## config.mk

```make
export PLATFORM = sky130hd
export DESIGN_NAME = datapath_param_flat
export DESIGN_NICKNAME = d
export VERILOG_FILES = /design/src/rtl/datapath_pkg.sv /design/src/rtl/datapath_param_if.sv /design/src/rtl/alu_muldiv_iter.sv /design/src/rtl/datapath_param.sv /design/src/flat_wrapper.sv
export SDC_FILE = /design/constraint.sdc
export NUM_CORES = 2
export LEC_CHECK = 0
export ABC_CLOCK_PERIOD_IN_PS = 28200
export CAP_MARGIN = 40
export CORE_ASPECT_RATIO = 0.75
export CORE_MARGIN = 2
export CORE_UTILIZATION = 55
export DETAILED_ROUTE_END_ITERATION = 10
export GPL_TIMING_DRIVEN = 1
export HOLD_SLACK_MARGIN = 0.03
export PLACE_DENSITY_LB_ADDON = 0.3
export RECOVER_POWER = 25
export SYNTH_ARGS = -nofsm -noshare
export SYNTH_HDL_FRONTEND = slang
export SYNTH_HIERARCHICAL = 1
export SYNTH_SLANG_ARGS = --single-unit
```

## constraint.sdc

```tcl
create_clock -name clk -period 28.2 [get_ports clk]
set_input_delay 5.64 -clock clk [delete_from_list [all_inputs] [get_ports clk]]
set_output_delay 5.64 -clock clk [all_outputs]
set_load 0.01 [all_outputs]
```

## src/rtl/datapath_pkg.sv

```systemverilog
// Shared constants for the parametrised single-bus datapath: ALU op codes,
// bus-source offsets above the general registers, and the MUL/DIV FSM state.
package datapath_pkg;

  localparam logic [3:0] OP_AND  = 4'd0;
  localparam logic [3:0] OP_OR   = 4'd1;
  localparam logic [3:0] OP_ADD  = 4'd2;
  localparam logic [3:0] OP_SUB  = 4'd3;
  localparam logic [3:0] OP_MUL  = 4'd4;
  localparam logic [3:0] OP_DIV  = 4'd5;
  localparam logic [3:0] OP_SHR  = 4'd6;
  localparam logic [3:0] OP_SHL  = 4'd7;
  localparam logic [3:0] OP_ROR  = 4'd8;
  localparam logic [3:0] OP_ROL  = 4'd9;
  localparam logic [3:0] OP_SHRA = 4'd10;
  localparam logic [3:0] OP_NEG  = 4'd11;
  localparam logic [3:0] OP_NOT  = 4'd12;

  // Bus source codes are NREGS + one of these offsets.
  localparam int SRC_HI  = 0;
  localparam int SRC_LO  = 1;
  localparam int SRC_ZHI = 2;
  localparam int SRC_ZLO = 3;
  localparam int SRC_PC  = 4;
  localparam int SRC_MDR = 5;
  localparam int SRC_IMM = 6;

  typedef enum logic [1:0] {
    MD_IDLE = 2'd0,
    MD_RUN  = 2'd1,
    MD_DONE = 2'd2
  } md_state_e;

  function automatic logic is_muldiv(input logic [3:0] op);
    return (op == OP_MUL) || (op == OP_DIV);
  endfunction

endpackage

```

## src/rtl/datapath_param_if.sv

```systemverilog
// Control-unit <-> datapath signal bundle. The control unit is the master.
interface datapath_param_if #(
  parameter int WIDTH = 32,
  parameter int NREGS = 16
);
  import datapath_pkg::*;

  localparam int RA_W  = $clog2(NREGS);
  localparam int SRC_W = $clog2(NREGS + 7);

  logic [SRC_W-1:0] bus_src;
  logic             reg_we;
  logic [RA_W-1:0]  reg_wsel;
  logic             PCin, IRin, MARin, Yin, HIin, LOin, MDRin;
  logic             read;
  logic [WIDTH-1:0] Mdatain;
  logic             Zin;
  logic [3:0]       alu_op;
  // MUL/DIV handshake: alu_start is sampled only while the engine is idle and
  // alu_op is MUL/DIV; alu_busy is high from that edge until Z is loaded, then
  // alu_done pulses for exactly one cycle while Z holds the result.
  logic             alu_start;
  logic             alu_busy;
  logic             alu_done;
  md_state_e        alu_state;
  logic [WIDTH-1:0] bus_out;
  logic [WIDTH-1:0] ir_out, mar_out, mdr_out;

  modport master (
    output bus_src, reg_we, reg_wsel, PCin, IRin, MARin, Yin, HIin, LOin,
           MDRin, read, Mdatain, Zin, alu_op, alu_start,
    input  alu_busy, alu_done, alu_state, bus_out, ir_out, mar_out, mdr_out
  );

  modport slave (
    input  bus_src, reg_we, reg_wsel, PCin, IRin, MARin, Yin, HIin, LOin,
           MDRin, read, Mdatain, Zin, alu_op, alu_start,
    output alu_busy, alu_done, alu_state, bus_out, ir_out, mar_out, mdr_out
  );
endinterface

```

## src/rtl/alu_muldiv_iter.sv

```systemverilog
// Iterative signed MUL (shift-add) / DIV (restoring) on operand magnitudes,
// one bit per cycle, with a final sign-fix cycle that loads the result.
module alu_muldiv_iter
  import datapath_pkg::*;
#(
  parameter int WIDTH = 32
) (
  input  logic               clk,
  input  logic               rst,
  input  logic               i_start,
  input  logic               i_div,
  input  logic [WIDTH-1:0]   i_a,
  input  logic [WIDTH-1:0]   i_b,
  output logic               o_busy,
  output logic               o_done,
  output logic               o_load,
  output logic [2*WIDTH-1:0] o_result,
  output md_state_e          o_state
);
  localparam int CNT_W = $clog2(WIDTH + 1);

  md_state_e        r_state, w_next;
  logic [CNT_W-1:0] r_cnt;
  logic [WIDTH-1:0] r_hi, r_lo, r_m, r_a;
  logic             r_div, r_neg_a, r_neg_b, r_b_zero;
  logic             w_last;
  logic [WIDTH:0]   w_sum, w_rem_t, w_diff;
  logic [WIDTH-1:0] w_quo, w_rem, w_abs_a, w_abs_b;
  logic [2*WIDTH-1:0] w_prod;

  assign w_last  = (r_cnt == CNT_W'(WIDTH));
  assign w_abs_a = i_a[WIDTH-1] ? -i_a : i_a;
  assign w_abs_b = i_b[WIDTH-1] ? -i_b : i_b;

  always_ff @(posedge clk or posedge rst) begin
    if (rst) r_state <= MD_IDLE;
    else     r_state <= w_next;
  end

  always_comb begin
    w_next = r_state;
    case (r_state)
      MD_IDLE: if (i_start) w_next = MD_RUN;
      MD_RUN:  if (w_last)  w_next = MD_DONE;
      MD_DONE: w_next = MD_IDLE;
      default: w_next = MD_IDLE;
    endcase
  end

  always_comb begin
    o_busy  = (r_state == MD_RUN);
    o_done  = (r_state == MD_DONE);
    o_load  = (r_state == MD_RUN) && w_last;
    o_state = r_state;
  end

  // MUL: {r_hi,r_lo} shifts right with r_m conditionally added into r_hi.
  // DIV: r_lo shifts dividend bits into the partial remainder r_hi.
  assign w_sum   = {1'b0, r_hi} + (r_lo[0] ? {1'b0, r_m} : '0);
  assign w_rem_t = {r_hi, r_lo[WIDTH-1]};
  assign w_diff  = w_rem_t - {1'b0, r_m};

  always_ff @(posedge clk or posedge rst) begin
    if (rst) begin
      r_cnt    <= '0;
      r_hi     <= '0;
      r_lo     <= '0;
      r_m      <= '0;
      r_a      <= '0;
      r_div    <= 1'b0;
      r_neg_a  <= 1'b0;
      r_neg_b  <= 1'b0;
      r_b_zero <= 1'b0;
    end else if (r_state == MD_IDLE && i_start) begin
      r_cnt    <= '0;
      r_hi     <= '0;
      r_a      <= i_a;
      r_div    <= i_div;
      r_neg_a  <= i_a[WIDTH-1];
      r_neg_b  <= i_b[WIDTH-1];
      r_b_zero <= (i_b == '0);
      r_m      <= i_div ? w_abs_b : w_abs_a;
      r_lo     <= i_div ? w_abs_a : w_abs_b;
    end else if (r_state == MD_RUN && !w_last) begin
      r_cnt <= r_cnt + 1'b1;
      if (r_div) begin
        r_hi <= w_diff[WIDTH] ? w_rem_t[WIDTH-1:0] : w_diff[WIDTH-1:0];
        r_lo <= {r_lo[WIDTH-2:0], ~w_diff[WIDTH]};
      end else begin
        r_hi <= w_sum[WIDTH:1];
        r_lo <= {w_sum[0], r_lo[WIDTH-1:1]};
      end
    end
  end

  assign w_prod = {r_hi, r_lo};
  assign w_quo  = (r_neg_a ^ r_neg_b) ? -r_lo : r_lo;
  assign w_rem  = r_neg_a ? -r_hi : r_hi;

  always_comb begin
    if (!r_div)        o_result = (r_neg_a ^ r_neg_b) ? -w_prod : w_prod;
    else if (r_b_zero) o_result = {r_a, {WIDTH{1'b1}}};
    else               o_result = {w_rem, w_quo};
  end

endmodule

```

## src/rtl/datapath_param.sv

```systemverilog
// Single-bus CPU datapath: register file, PC/IR/MAR/MDR/Y/HI/LO, 2W-bit Z,
// single-cycle ALU, and the iterative MUL/DIV engine.
module datapath_param
  import datapath_pkg::*;
#(
  parameter int WIDTH   = 32,
  parameter int NREGS   = 16,
  parameter int R0_ZERO = 1,
  parameter int IMM_W   = 19
) (
  input logic            clk,
  input logic            clear,
  datapath_param_if.slave dp
);
  localparam int RA_W  = $clog2(NREGS);
  localparam int SRC_W = $clog2(NREGS + 7);
  localparam int SH_W  = $clog2(WIDTH);

  logic [WIDTH-1:0]   r_regs [NREGS];
  logic [WIDTH-1:0]   r_pc, r_ir, r_mar, r_y, r_hi, r_lo, r_mdr;
  logic [2*WIDTH-1:0] r_z;

  logic [WIDTH-1:0]   w_bus, w_reg_rd, w_imm, w_alu;
  logic [SRC_W-1:0]   w_off;
  logic [SH_W-1:0]    w_sh;
  logic [2*WIDTH-1:0] w_ror, w_rol, w_md_result;
  logic               w_md_load, w_md_start, w_md_idle;

  assign w_imm = WIDTH'($signed(r_ir[IMM_W-1:0]));
  assign w_off = dp.bus_src - SRC_W'(NREGS);

  always_comb begin
    w_reg_rd = r_regs[dp.bus_src[RA_W-1:0]];
    if (R0_ZERO != 0 && dp.bus_src[RA_W-1:0] == '0) w_reg_rd = '0;
    w_bus = '0;
    if (dp.bus_src < SRC_W'(NREGS)) begin
      w_bus = w_reg_rd;
    end else begin
      case (w_off)
        SRC_W'(SRC_HI):  w_bus = r_hi;
        SRC_W'(SRC_LO):  w_bus = r_lo;
        SRC_W'(SRC_ZHI): w_bus = r_z[2*WIDTH-1:WIDTH];
        SRC_W'(SRC_ZLO): w_bus = r_z[WIDTH-1:0];
        SRC_W'(SRC_PC):  w_bus = r_pc;
        SRC_W'(SRC_MDR): w_bus = r_mdr;
        SRC_W'(SRC_IMM): w_bus = w_imm;
        default:         w_bus = '0;
      endcase
    end
  end

  // Rotates come from the doubled operand so a zero amount needs no special case.
  assign w_sh  = w_bus[SH_W-1:0];
  assign w_ror = {r_y, r_y} >> w_sh;
  assign w_rol = {r_y, r_y} << w_sh;

  always_comb begin
    w_alu = '0;
    case (dp.alu_op)
      OP_AND:  w_alu = r_y & w_bus;
      OP_OR:   w_alu = r_y | w_bus;
      OP_ADD:  w_alu = r_y + w_bus;
      OP_SUB:  w_alu = r_y - w_bus;
      OP_SHR:  w_alu = r_y >> w_sh;
      OP_SHL:  w_alu = r_y << w_sh;
      OP_ROR:  w_alu = w_ror[WIDTH-1:0];
      OP_ROL:  w_alu = w_rol[2*WIDTH-1:WIDTH];
      OP_SHRA: w_alu = WIDTH'($signed(r_y) >>> w_sh);
      OP_NEG:  w_alu = -w_bus;
      OP_NOT:  w_alu = ~w_bus;
      default: w_alu = '0;
    endcase
  end

  assign w_md_start = dp.alu_start && is_muldiv(dp.alu_op);
  assign w_md_idle  = (dp.alu_state == MD_IDLE);

  alu_muldiv_iter #(.WIDTH(WIDTH)) u_muldiv (
    .clk      (clk),
    .rst      (clear),
    .i_start  (w_md_start),
    .i_div    (dp.alu_op == OP_DIV),
    .i_a      (r_y),
    .i_b      (w_bus),
    .o_busy   (dp.alu_busy),
    .o_done   (dp.alu_done),
    .o_load   (w_md_load),
    .o_result (w_md_result),
    .o_state  (dp.alu_state)
  );

  always_ff @(posedge clk or posedge clear) begin
    if (clear) begin
      for (int i = 0; i < NREGS; i++) r_regs[i] <= '0;
    end else if (dp.reg_we && !(R0_ZERO != 0 && dp.reg_wsel == '0)) begin
      r_regs[dp.reg_wsel] <= w_bus;
    end
  end

  always_ff @(posedge clk or posedge clear) begin
    if (clear) begin
      r_pc  <= '0;
      r_ir  <= '0;
      r_mar <= '0;
      r_y   <= '0;
      r_hi  <= '0;
      r_lo  <= '0;
      r_mdr <= '0;
    end else begin
      if (dp.PCin)  r_pc  <= w_bus;
      if (dp.IRin)  r_ir  <= w_bus;
      if (dp.MARin) r_mar <= w_bus;
      if (dp.Yin)   r_y   <= w_bus;
      if (dp.HIin)  r_hi  <= w_bus;
      if (dp.LOin)  r_lo  <= w_bus;
      if (dp.MDRin) r_mdr <= dp.read ? dp.Mdatain : w_bus;
    end
  end

  // Single-cycle Zin only lands while the engine is idle and the op is not MUL/DIV.
  always_ff @(posedge clk or posedge clear) begin
    if (clear)
      r_z <= '0;
    else if (w_md_load)
      r_z <= w_md_result;
    else if (dp.Zin && w_md_idle && !is_muldiv(dp.alu_op))
      r_z <= {{WIDTH{1'b0}}, w_alu};
  end

  assign dp.bus_out = w_bus;
  assign dp.ir_out  = r_ir;
  assign dp.mar_out = r_mar;
  assign dp.mdr_out = r_mdr;

endmodule
```

## src/flat_wrapper.sv

```systemverilog
// flat-port wrapper written by rule: the top's interface ports become plain ports
module datapath_param_flat import datapath_pkg::*;
#(
  parameter int WIDTH   = 32,
  parameter int NREGS   = 16,
  parameter int R0_ZERO = 1,
  parameter int IMM_W   = 19
)
  (clk, clear, dp_bus_src, dp_reg_we, dp_reg_wsel, dp_PCin, dp_IRin, dp_MARin, dp_Yin, dp_HIin, dp_LOin, dp_MDRin, dp_read, dp_Mdatain, dp_Zin, dp_alu_op, dp_alu_start, dp_alu_busy, dp_alu_done, dp_alu_state, dp_bus_out, dp_ir_out, dp_mar_out, dp_mdr_out);
  datapath_param_if #(.WIDTH(WIDTH), .NREGS(NREGS)) dp_i ();
  input logic clk;
  input logic clear;
  input wire logic [$bits(dp_i.bus_src)-1:0] dp_bus_src;
  input wire logic [$bits(dp_i.reg_we)-1:0] dp_reg_we;
  input wire logic [$bits(dp_i.reg_wsel)-1:0] dp_reg_wsel;
  input wire logic [$bits(dp_i.PCin)-1:0] dp_PCin;
  input wire logic [$bits(dp_i.IRin)-1:0] dp_IRin;
  input wire logic [$bits(dp_i.MARin)-1:0] dp_MARin;
  input wire logic [$bits(dp_i.Yin)-1:0] dp_Yin;
  input wire logic [$bits(dp_i.HIin)-1:0] dp_HIin;
  input wire logic [$bits(dp_i.LOin)-1:0] dp_LOin;
  input wire logic [$bits(dp_i.MDRin)-1:0] dp_MDRin;
  input wire logic [$bits(dp_i.read)-1:0] dp_read;
  input wire logic [$bits(dp_i.Mdatain)-1:0] dp_Mdatain;
  input wire logic [$bits(dp_i.Zin)-1:0] dp_Zin;
  input wire logic [$bits(dp_i.alu_op)-1:0] dp_alu_op;
  input wire logic [$bits(dp_i.alu_start)-1:0] dp_alu_start;
  output wire logic [$bits(dp_i.alu_busy)-1:0] dp_alu_busy;
  output wire logic [$bits(dp_i.alu_done)-1:0] dp_alu_done;
  output wire logic [$bits(dp_i.alu_state)-1:0] dp_alu_state;
  output wire logic [$bits(dp_i.bus_out)-1:0] dp_bus_out;
  output wire logic [$bits(dp_i.ir_out)-1:0] dp_ir_out;
  output wire logic [$bits(dp_i.mar_out)-1:0] dp_mar_out;
  output wire logic [$bits(dp_i.mdr_out)-1:0] dp_mdr_out;
  assign dp_i.bus_src = dp_bus_src;
  assign dp_i.reg_we = dp_reg_we;
  assign dp_i.reg_wsel = dp_reg_wsel;
  assign dp_i.PCin = dp_PCin;
  assign dp_i.IRin = dp_IRin;
  assign dp_i.MARin = dp_MARin;
  assign dp_i.Yin = dp_Yin;
  assign dp_i.HIin = dp_HIin;
  assign dp_i.LOin = dp_LOin;
  assign dp_i.MDRin = dp_MDRin;
  assign dp_i.read = dp_read;
  assign dp_i.Mdatain = dp_Mdatain;
  assign dp_i.Zin = dp_Zin;
  assign dp_i.alu_op = dp_alu_op;
  assign dp_i.alu_start = dp_alu_start;
  assign dp_alu_busy = dp_i.alu_busy;
  assign dp_alu_done = dp_i.alu_done;
  assign dp_alu_state = dp_i.alu_state;
  assign dp_bus_out = dp_i.bus_out;
  assign dp_ir_out = dp_i.ir_out;
  assign dp_mar_out = dp_i.mar_out;
  assign dp_mdr_out = dp_i.mdr_out;
  datapath_param #(.WIDTH(WIDTH), .NREGS(NREGS), .R0_ZERO(R0_ZERO), .IMM_W(IMM_W)) u_core (.clk(clk), .clear(clear), .dp(dp_i));
endmodule
```

==> After elaboration in Yosys (flattened, before gate mapping) <==
Index checks and enable logic that the tools add are counted.
{ "classes": {"add_sub_neg": 11, "n_lt_le_gt_ge": 4, "eq_ne": 23, "shifts": 5, "mux": 35, "bitwise_logic": 7, "n_reduce_logical": 21} }
{ "op_table": {"columns": ["operator", "n"], "rows": [
  ["$mux 32", 20],
  ["$bwmux 512", 1],
  ["$pmux 32 s11", 1],
  ["$mux 64", 5],
  ["$pmux 32 s7", 1],
  ["$bmux 32 s4", 1],
  ["$demux 32 s4", 1],
  ["$neg 32->32", 4],
  ["$neg 64->64", 1],
  ["$shl 64x5->64", 1],
  ["$shr 64x5->32", 1],
  ["$add 32x32->33", 1],
  ["$sub 33x32->33", 1],
  ["$add 32x32->32", 1],
  ["$and 32x32->32", 1],
  ["$logic_not 32->1", 1],
  ["$not 32->32", 1],
  ["$or 32x32->32", 1],
  ["$shl 32x5->32", 1],
  ["$shr 32x5->32", 1],
  ["$sshr 32x5->32", 1],
  ["$sub 32x32->32", 1],
  ["$eq 4x4->1 const B", 5],
  ["$eq 4x3->1 const B", 4],
  ["other kinds (29)", 49]
]} }
{ "totals": {"ff_bits": 940, "in_bits": 58, "out_inout_bits": 132, "word_cells": 140} }

==> Logic depth before layout (Yosys ltp) <==
{ "depth": {"ltp_word": 10, "ltp_mapped": 28, "mapped_depth_nobuf": 21} }

==> Cells and area by module <==
Netlist, hierarchy kept.
{ "modules_own_cells": {"columns": ["module", "instances", "cells_each", "area_per_inst_um2", "seq_area_each_um2"], "rows": [
  ["datapath_param", 1, 4805, 44338.8, 19218.4],
  ["alu_muldiv_iter", 1, 1928, 14159.8, 3478.3]
]} }

==> Worst setup path after synthesis <==
No wires, ideal clock.
{ "synth_timing": {"kind": "input port to output port", "from": "input port dp_bus_src[0]", "to": "output port dp_bus_out[13]", "arrival_time_ns": 8.731, "required_ns": 22.560, "setup_slack_ns": 13.829, "stages": 11, "path_buffers": 6, "path_cell_list": "buf_2 buf_2 buf_2 buf_2 buf_2 buf_2 mux4_2 mux2i_1 a21oi_1 o31ai_1 inv_1"} }
{ "synth_between": {"elab_chain_len": 6, "elab_cells_between_ends": 17, "cone_classes": "1 x add/sub; 1 x order compare; 6 x eq/ne; 6 x mux; 1 x bitwise; 2 x reduce/logical"} }
{ "synth_lines": {"columns": ["element", "line", "text"], "rows": [
  ["from (decl)", "flat_wrapper.sv:13", "input wire logic [$bits(dp_i.bus_src)-1:0] dp_bus_src;"],
  ["branches (longest 5 deep; another with $sub 5x5->5)", null, null],
  ["$mux 32 (*)", "datapath_param.sv:36", "if (dp.bus_src < SRC_W'(NREGS)) begin"],
  ["to (decl)", "flat_wrapper.sv:31", "output wire logic [$bits(dp_i.bus_out)-1:0] dp_bus_out;"]
]} }
Every way passes the cells marked *. The select of a mux whose other input is x is not followed.

==> flow_summary_export.csv <==
group,metric,value,unit
run_status,status,"complete, but fails checks",
run_status,violations,"max-capacitance violations, max-slew violations",
clock_tree,cts_tree,"built",
critical_path,reg2reg_depth,17,
pwr,pwr_density_cell,93.2,nW/um^2
drt,num_vias,58100,
drt,dr.pass1.iters,7,
drt,routed_wl,263,mm
yosys,synthCells,6733,
layout,largest_reg_flops,480,
yosys,syn-num-nets,6957,
yosys,synth-adder-area-share,0.0366,
clock_tree,cts_setup_buffers,0,
floorplan,placement_rows,103,
timing,hold_viol_final,0,
timing,slew_violations,632,
critical_path,crit_end,"u_core/r_z[23]",
global_routing,grt.total_usage,0.471,
critical_path,cp-startpoint,"clear",
timing,max_slew_margin,-5.07,
drt,avgViaCountPerCell,7.07,
yosys,synth.cell_area,58500,um^2
floorplan,die_w,381,um
critical_path,startpoint_type,"input port",
layout,syn2layout_area_growth,12.0,%
global_routing,antenna_found_initial,17,
floorplan,dieHeight,286,um
floorplan,die-area,109000,um^2
clock_tree,clk_pin_slew,0.07,ns
yosys,synth_compound_area_frac,0.219,
clock_tree,postCtsHoldBufs,0,
clock_tree,cts_buffers,91,
hold_path,min_path_type,"reg2reg",
timing,fin_crit,17.57,ns
layout,final_cell_mix,"nand2_1 (1,155), dfrtp_1 (906), o21ai_0 (857)",
placed_design,portBuffers,189,
yosys,ys_seq_elements,907,
layout,fill_cells,8930,
clock_tree,clkSinkCount,907,
placed_design,globalplace.congestion,1.10,
yosys,synth-edff-count,0,
layout,top_register,"u_core/r_regs",
timing,worst_slack,10.63,ns
timing,fin_skew,0.0364,ns
layout,multi_input_area,33500,um^2
layout,final_nets,6942,
timing,rsz0062_at_grt,"no",
critical_path,timing.rr.start,"u_core/r_regs[64]",
layout,final_util,0.622,
critical_path,timing.rr.end,"u_core/r_z[22]",
clock_tree,post_cts_resized,0,
drt,ant_nets,0,
layout,final_common_cell,"nand2_1",
timing,fin_tns_setup,0,ns
clock_tree,clk_path_buf_depth,3,
critical_path,cp_max_fo,176,
global_routing,overflow,0,
yosys,synth_top_flop_cell,"dfrtp_1",
timing,period_share,0.623,
layout,fin_area,65500,um^2
yosys,synthMuxAreaShare,0.126,
yosys,yosysWarnings,6,
global_routing,grt_max_degree,177,
layout,drive_gt1_frac,0.122,
yosys,synth_xor_area_frac,0.0304,
placed_design,place_area,62200,um^2
yosys,syn_area_per_cell,8.69,um^2
critical_path,cp_data_required_time,26.72,ns
critical_path,crit_type,"in2async",
global_routing,grt_pass1_vias,53200,
pwr,cellLeakagePower,28.7,nW
drt,avgRoutedWirePerCell,32.0,um
clock_tree,cts-htree-levels,3,
drt,drt_iter0_drc,9565,
placed_design,dp_hpwl,189,mm
timing,finalSetupViolCount,0,
job,cap_violations,7,
timing,tightest_slew,9.11,ns
floorplan,ios,190,
drt,drc,0,
floorplan,core_area,105000,um^2
layout,top_regs,"u_core/r_regs: 480 flops, u_core/r_z: 64 flops",
floorplan,initial_core_util,0.555,
critical_path,critPathArrivalTime,16.09,ns
yosys,synth_top_family_by_area,"compound AO/OA/AOI/OAI gates",
timing,fmax,56.9,MHz
placed_design,dp_worst_setup_slack,12.56,ns
layout,regArea,22700,um^2
yosys,synthArstFlopShare,1.00,
clock_tree,root_buffer,"clkbuf_16",
yosys,seq_area_frac_synth,0.388,
clock_tree,clk_latency,0.72,ns
global_routing,grt_pass1_wl,378,mm
pwr,vdd_drop_max,0.0968,mV
yosys,yosys.area_share.simple,0.154,
yosys,synth.distinct_cells,104,
critical_path,end_kind,"asynchronous set/reset pin",
critical_path,r2r_slack,21.88,ns
-- kinds of logic (layout without fill, tap and decap cells) --
family | Yosys count | count (layout)
flip-flops | 907 | 907
multiplexers | 591 | 591
AO/OA/AOI/OAI | 2096 | 2096
XOR/XNOR | 203 | 203
AND/OR/NAND/NOR | 2084 | 2084
buffers and inverters | 683 | 741
adder cells (fa/ha/maj) | 169 | 169
other | 0 | 9
-- worst min-delay path by stage --
stage                                 start                      end  slack, ns  cells past startpoint
global route             u_core/r_regs[450]       u_core/r_regs[450]       0.50                      2
finish                    u_core/r_regs[58]        u_core/r_regs[58]       0.48                      2
global placement         u_core/r_regs[395]       u_core/r_regs[395]       0.46                      2
floorplan           u_core/u_muldiv/r_a[29]  u_core/u_muldiv/r_a[29]       0.44                      2
CTS                 u_core/u_muldiv/r_a[29]  u_core/u_muldiv/r_a[29]       0.47                      2
detailed placement  u_core/u_muldiv/r_a[29]  u_core/u_muldiv/r_a[29]       0.46                      2
-- worst max-delay path, stage by stage --
cell	delay, ns
dlygate4sd3_1	0.58
clkinvlp_2	3.04
clkbuf_1	6.40
-- through the flow --
step                      instances  total power, mW  hold slack (ns)
final                          8217             6.11            0.476
after global routing           8208             6.33            0.501
after CTS                      8201             5.94            0.474
after detailed placement       8035             4.56            0.459
after global placement         8006             4.49            0.456
after floorplan                6733             3.56            0.437
-- routing by layer --
layer / vias to the layer above / global-route usage / part of all wire / wire [um]
met5: - / 0.00646 / 0.00077 / 203
met4: 16 / 0.183 / 0.047 / 12200
met3: 674 / 0.200 / 0.16 / 43300
met2: 4648 / 0.616 / 0.38 / 99800
met1: 28600 / 0.682 / 0.41 / 107000
li1: 24200 / - / - / -
-- Yosys cell counts, types with 87 or more instances --
| cell | instances | area [um^2] |
|---|---|---|
| mux4_2 | 96 | 2160 |
| a21oi_1 | 431 | 2160 |
| xnor2_1 | 115 | 1010 |
| inv_1 | 148 | 556 |
| xor2_1 | 88 | 771 |
| clkbuf_1 | 422 | 1580 |
| nor2_1 | 449 | 1690 |
| nand3_1 | 91 | 455 |
| mux2i_1 | 278 | 2780 |
| o211ai_1 | 87 | 653 |
| o21ai_0 | 859 | 4300 |
| dfrtp_1 | 907 | 22700 |
| nand2_1 | 1169 | 4390 |
| mux2_2 | 215 | 2420 |
| ha_1 | 162 | 2030 |
| a22oi_1 | 103 | 773 |
-- cell type report --
cell class | instances | area share
diodes | 9 | 0.000344
clock buffers | 121 | 0.0392
clock inverters | 45 | 0.0119
inverters | 157 | 0.00905
multi-input cells | 5143 | 0.510
flip-flops and latches | 907 | 0.346
well taps | 1417 | 0.0271
repair buffers | 418 | 0.0556
-- report_power, final --
part / switching (mW) / internal, mW / total [mW]
clock network: 0.575 / 0.787 / 1.36
logic: 1.81 / 1.01 / 2.82
registers: 0.336 / 1.59 / 1.92
total: 2.72 / 3.38 / 6.11
Power figures use the tool's default switching activity.
